<file path="src/rtl/z80_dma_arbiter.sv">
// z80_dma_arbiter: lets one DMA requester borrow the Z80 bus through the
// BUSRQ/BUSAK handshake. It runs T1/T2/T3 memory cycles with programmable wait
// states, bursts up to MAX_BURST accesses, and then enforces a hold-off so
// the CPU keeps making progress.
module z80_dma_arbiter #(
   parameter int WAIT_CYC    = 1,
   parameter int MAX_BURST   = 4,
   parameter int HOLDOFF     = 8,
   parameter int ACK_TIMEOUT = 64
) (
   input  logic        clk,
   input  logic        rst,
   input  logic        dma_req,
   input  logic        dma_rnw,
   input  logic [15:0] dma_addr,
   input  logic [7:0]  dma_wdata,
   output logic        dma_ack,
   output logic        dma_done,
   output logic        dma_err,
   output logic [7:0]  dma_rdata,
   output logic        busrq_n,
   input  logic        busak_n,
   output logic        bus_oe,
   output logic [15:0] a_out,
   output logic [7:0]  d_out,
   output logic        d_oe,
   input  logic [7:0]  d_in,
   output logic        mreq_n,
   output logic        rd_n,
   output logic        wr_n
);

   localparam int HW = $clog2(HOLDOFF + 1);
   localparam int TW = $clog2(ACK_TIMEOUT + 1);
   localparam int BW = $clog2(MAX_BURST + 1);
   localparam int WW = 4;

   typedef enum logic [2:0] {
      S_IDLE, S_ACQ, S_ABORT, S_T1, S_T2, S_T3, S_REL
   } state_t;

   state_t         state_reg, state_next;
   logic           busak_s1_reg, busak_s_reg;
   logic [HW-1:0]  hold_reg;
   logic [TW-1:0]  to_reg;
   logic [BW-1:0]  burst_reg;
   logic [WW-1:0]  wait_reg;
   logic           rnw_reg;
   logic [15:0]    addr_reg;
   logic [7:0]     wdata_reg;
   logic [7:0]     rdata_reg;
   logic           done_reg;
   logic           dhold_reg;

   // State register, BUSAK synchroniser, counters and the access latches
   always_ff @(posedge clk) begin
      if (rst) begin
         state_reg    <= S_IDLE;
         busak_s1_reg <= 1'b1;
         busak_s_reg  <= 1'b1;
         hold_reg     <= '0;
         to_reg       <= '0;
         burst_reg    <= '0;
         wait_reg     <= '0;
         rnw_reg      <= 1'b1;
         addr_reg     <= '0;
         wdata_reg    <= '0;
         rdata_reg    <= '0;
         done_reg     <= 1'b0;
         dhold_reg    <= 1'b0;
      end else begin
         busak_s1_reg <= busak_n;
         busak_s_reg  <= busak_s1_reg;
         state_reg    <= state_next;
         // dma_done for an access lands on the cycle after its T3
         done_reg     <= (state_reg == S_T3);
         // Write data stays driven for one cycle after wr_n rises
         dhold_reg    <= (state_reg == S_T3) && !rnw_reg;
         if ((state_reg == S_REL && state_next == S_IDLE) || state_reg == S_ABORT)
            hold_reg <= HW'(HOLDOFF);
         else if (hold_reg != '0)
            hold_reg <= hold_reg - 1'b1;
         to_reg   <= (state_reg == S_ACQ) ? to_reg + 1'b1 : '0;
         wait_reg <= (state_reg == S_T2) ? wait_reg + 1'b1 : '0;
         if (state_reg == S_ACQ)
            burst_reg <= '0;
         else if (state_reg == S_T3 && state_next == S_T1)
            burst_reg <= burst_reg + 1'b1;
         // The requester holds its request stable until dma_ack, so latch on T1 entry
         if (state_next == S_T1) begin
            rnw_reg   <= dma_rnw;
            addr_reg  <= dma_addr;
            wdata_reg <= dma_wdata;
         end
         if (state_reg == S_T3 && rnw_reg)
            rdata_reg <= d_in;
      end
   end

   // Next-state decode and bus/requester outputs
   always_comb begin
      state_next = state_reg;
      busrq_n    = 1'b1;
      bus_oe     = 1'b0;
      mreq_n     = 1'b1;
      rd_n       = 1'b1;
      wr_n       = 1'b1;
      dma_ack    = 1'b0;
      dma_err    = 1'b0;
      case (state_reg)
         S_IDLE: begin
            // busak_s must be high too, so a late BUSAK after an abort is waited out
            if (dma_req && hold_reg == '0 && busak_s_reg)
               state_next = S_ACQ;
         end
         S_ACQ: begin
            busrq_n = 1'b0;
            if (!busak_s_reg)
               state_next = dma_req ? S_T1 : S_REL;
            else if (to_reg == TW'(ACK_TIMEOUT - 1))
               state_next = S_ABORT;
         end
         S_ABORT: begin
            dma_ack    = 1'b1;
            dma_err    = 1'b1;
            state_next = S_IDLE;
         end
         S_T1: begin
            busrq_n    = 1'b0;
            bus_oe     = 1'b1;
            dma_ack    = 1'b1;
            state_next = S_T2;
         end
         S_T2: begin
            busrq_n = 1'b0;
            bus_oe  = 1'b1;
            mreq_n  = 1'b0;
            rd_n    = !rnw_reg;
            wr_n    = rnw_reg;
            if (wait_reg == WW'(WAIT_CYC))
               state_next = S_T3;
         end
         S_T3: begin
            busrq_n = 1'b0;
            bus_oe  = 1'b1;
            mreq_n  = 1'b0;
            rd_n    = !rnw_reg;
            wr_n    = rnw_reg;
            if (dma_req && burst_reg < BW'(MAX_BURST - 1))
               state_next = S_T1;
            else
               state_next = S_REL;
         end
         S_REL: begin
            if (busak_s_reg)
               state_next = S_IDLE;
         end
         default: state_next = S_IDLE;
      endcase
      dma_done  = done_reg || (state_reg == S_ABORT);
      dma_rdata = rdata_reg;
      d_oe      = (bus_oe && !rnw_reg) || dhold_reg;
      a_out     = bus_oe ? addr_reg : 16'h0000;
      d_out     = d_oe ? wdata_reg : 8'h00;
   end

endmodule

</file>
<file path="config.mk">
export PLATFORM = sky130hd
export DESIGN_NAME = z80_dma_arbiter
export DESIGN_NICKNAME = d
export VERILOG_FILES = /design/src/rtl/z80_dma_arbiter.sv
export SDC_FILE = /design/constraint.sdc
export NUM_CORES = 1
export LEC_CHECK = 0
export CORE_MARGIN = 1
export CORE_UTILIZATION = 35
export CTS_BUF_LIST = sky130_fd_sc_hd__clkbuf_2 sky130_fd_sc_hd__clkbuf_4 sky130_fd_sc_hd__clkbuf_8
export DETAILED_ROUTE_END_ITERATION = 8
export PLACE_DENSITY = 0.69
export SLEW_MARGIN = 0
export SYNTH_ARGS = -nofsm -noshare
export SYNTH_HDL_FRONTEND = slang
export SYNTH_SLANG_ARGS = --single-unit
</file>
<file path="constraint.sdc">
create_clock -name clk -period 1.97 [get_ports clk]
set_input_delay 0.197 -clock clk [delete_from_list [all_inputs] [get_ports clk]]
set_output_delay 0.197 -clock clk [all_outputs]
set_load 0.02 [all_outputs]
</file>
==> flow_summary.ini, run 1 <==
[cts]
clk_pin_slew_ps = 70
cts_tree = yes
htree_levels = 3
cts_buffer_depth = 2
cts_sinks = 58
numCtsBuffers = 9
hold_buffers = 0
clock_latency_ps = 340
cts_root_buffer = clkbuf_8

[die]
fp-row-count = 30
die_area_sq_um = 7710
die-height_microns = 87.8
initial_core_util = 0.371
io_pins = 78
fp.coreArea_sq_um = 6940
die_w_microns = 87.8

[sta]
slew_viol_final = 0
finClkSkew_ps = 7.49
setup_ws_ps = 104
final-hold-violation-count = 0
setup_viol = 0
fin_crit_sh = 0.947
worst_pin_slew_ps = 566
max_clock_freq_mhz = 536
grt_setup_unrepaired = no
tns_ps = 0
slew_headroom = 0.621
period_needed_ps = 1870
hold_slack_ps = 406

[routing]
wl_per_cell_microns = 13.3
firstDrtPassIters = 4
vias_per_cell = 4.85
vias = 2403
drtIter0Drc = 103
postRouteWirelength_mm = 6.58
ant_nets = 0
drc = 0

[critical_path]
path_depth = 3
critical_path.max_fanout = 8
crit_buf_inv = 2
critPathRequiredTime_ps = 1770
critPathKind = register to primary output
critPathTopFamily = buffers and inverters
reg2regPathDepth = 5
cp-end-kind = primary output
crit_chain = buf_4, nor2b_1, clkdlybuf4s50_1
cp.arrival_ps = 1670
cp_slowest_cell = clkdlybuf4s50_1
max_stage_delay_ps = 630
startpoint_type = register

[run_status]
status = finished, final reports clean

[flow_run]
drv_cap = 0

[yosys]
seq_area_frac_synth = 0.450
post_synth_num_cell_types = 38
yosys.area.top_type = dfxtp_1
synthFlopType = dfxtp_1
ys_top_cells_by_area = dfxtp_1 (45%), a21oi_1 (8.3%), nand3_1 (5.6%), o21ai_0 (4.7%), and2_1 (4.1%)
postSynthAreaPerCell_sq_um = 8.29
synth_nets = 354
ys_seq_elements = 58
synthesis.instances = 311
synth_top_area_frac = 0.450
ys_warn_count = 0
postSynth.asyncResetShare = 0
synth_edf_count = 0
syn-cell-area_sq_um = 2580

[final_layout]
nFillCells = 686
seq_area_sq_um = 1170
syn2layout_area_growth_pct = 41.2
diodes = 0
multi_input_area_sq_um = 1260
fin_area_sq_um = 3640
fin_nets = 437
utilization = 0.525
drive_gt1_frac = 0.125
largest_register_ff_count = 16

[place]
place_worst_setup_slack_ps = 40.9
placed_cell_area_sq_um = 3470
finalWeightedCongestion = 0.821
hpwl_mm = 4.52
portBuffers = 77

[hold_path]
worstHoldPathCells = 3
hp-class = input pin to register

[global_route]
grt_pass1_wl_mm = 10.6
grt_max_degree = 36
grt_antenna_before_repair = 0
grt-ovfl-total = 0
track_usage = 0.182
grt_pass1_vias = 2315

[power]
powerDensity_nw_per_um2 = 797
peakVddDrop_mv = 0.808
p_leak_uw = 0.00143
-- kinds of logic after synthesis --
logic type      share of synthesized area
flops                               0.450
fa+ha+maj                          0.0291
simple gates                        0.270
compound gates                      0.160
xor+xnor                           0.0272
buf+inv                            0.0631
-- cell usage after synthesis (2+ instances only) --
| library cell | count |
|---|---|
| xnor2_1 | 5 |
| xor2_1 | 3 |
| clkbuf_1 | 8 |
| and3_1 | 2 |
| nor3_1 | 5 |
| nand3b_1 | 2 |
| buf_6 | 5 |
| or3_1 | 3 |
| nor2_1 | 19 |
| and2_1 | 17 |
| nand2_1 | 25 |
| o21ai_0 | 24 |
| a31oi_1 | 2 |
| dfxtp_1 | 58 |
| nand2b_1 | 6 |
| o21ai_1 | 3 |
| inv_1 | 9 |
| buf_2 | 7 |
| nand3_1 | 29 |
| ha_1 | 6 |
| a21oi_1 | 43 |
| nor2b_1 | 11 |
| or2_2 | 4 |
-- layout by cell type (no fill, tap or decap), drive strengths merged, types with 2 or more instances in the layout --
cell	n
or2	4
clkbuf	14
dlygate4sd2	23
buf	17
inv	9
nor3	6
nor2	19
xor2	3
o21ai	27
clkinvlp	3
dfxtp	58
and2	17
nor2b	13
clkdlybuf4s50	48
nand2b	6
a21oi	44
clkinv	2
xnor2	5
a31oi	2
nand2	25
nand3b	2
or3	3
ha	6
nand3	29
and3	2
-- per-layer routing --
metal | global-route usage | up-vias | share of wire
li1 | - | 1222 | -
met1 | 0.214 | 1111 | 0.45
met2 | 0.302 | 62 | 0.48
met3 | 0.0650 | 8 | 0.059
met4 | 0.0715 | 0 | 0.012
met5 | 0 | - | 0
-- path summary, 6_finish.rpt --
kind	start	endpoint	slack, ps
setup reg to reg	to_reg[0]	state_reg[0]	410
setup / recovery	state_reg[1]	dma_ack	100
hold / removal	d_in[3]	dma_rdata[3]	410
hold reg to reg	busak_s1_reg	busak_s_reg	410
-- report_power, final --
part	internal, uW	leakage (uW)	switching [uW]	total [uW]
clock network	617	0.0000945	489	1110
registers	1240	0.000470	50.0	1290
logic	269	0.000862	241	511
-- metrics by stage --
stage	total power [uW]	std cells
3_3_place_gp	1810	478
4_1_cts	2950	495
5_1_grt	3080	495
3_5_place_dp	1820	478
6_report	2900	495
2_1_floorplan	1620	311
-- cell type report --
class	count	share of cell area
Multi-Input combinational cell	223	0.347
Sequential cell	58	0.321
Timing Repair Buffer	93	0.234
Clock buffer	10	0.0378
Tap cell	96	0.0330
Clock inverter	6	0.0182
Inverter	9	0.00928
-- worst register-to-register path, stage by stage (launching register included) --
cell	delay [ps]
dfxtp_1	350
ha_1	190
nand3_1	140
nor3_1	380
nor4_1	80
o31a_1	300
-- what timing repair did --
action / CTS / global route
endpoints found under the setup margin: 28 / 8
pin swaps: 1 / 0
resized for setup: 36 / 10
buffers inserted: 1 / 0
endpoints found under the hold margin: 0 / 0
Power figures use the tool's default switching activity.
==> run 2: changes to the inputs <==
--- a/config.mk
+++ b/config.mk
@@ -5,6 +5,7 @@
 export SDC_FILE = /design/constraint.sdc
 export NUM_CORES = 1
 export LEC_CHECK = 0
+export ABC_CLOCK_PERIOD_IN_PS = 1970
 export CORE_MARGIN = 1
 export CORE_UTILIZATION = 35
 export CTS_BUF_LIST = sky130_fd_sc_hd__clkbuf_2 sky130_fd_sc_hd__clkbuf_4 sky130_fd_sc_hd__clkbuf_8
==> results of run 2 <==
Same layout as run 1: the final DEF is identical, and so are final timing and power.
==> run 3: changes to the inputs <==
--- a/config.mk
+++ b/config.mk
@@ -11,7 +11,7 @@
 export CTS_BUF_LIST = sky130_fd_sc_hd__clkbuf_2 sky130_fd_sc_hd__clkbuf_4 sky130_fd_sc_hd__clkbuf_8
 export DETAILED_ROUTE_END_ITERATION = 8
 export PLACE_DENSITY = 0.69
-export SLEW_MARGIN = 0
+export SLEW_MARGIN = 20
 export SYNTH_ARGS = -nofsm -noshare
 export SYNTH_HDL_FRONTEND = slang
 export SYNTH_SLANG_ARGS = --single-unit
==> results of run 3 <==
Same layout as run 1: the final DEF is identical, and so are final timing and power.
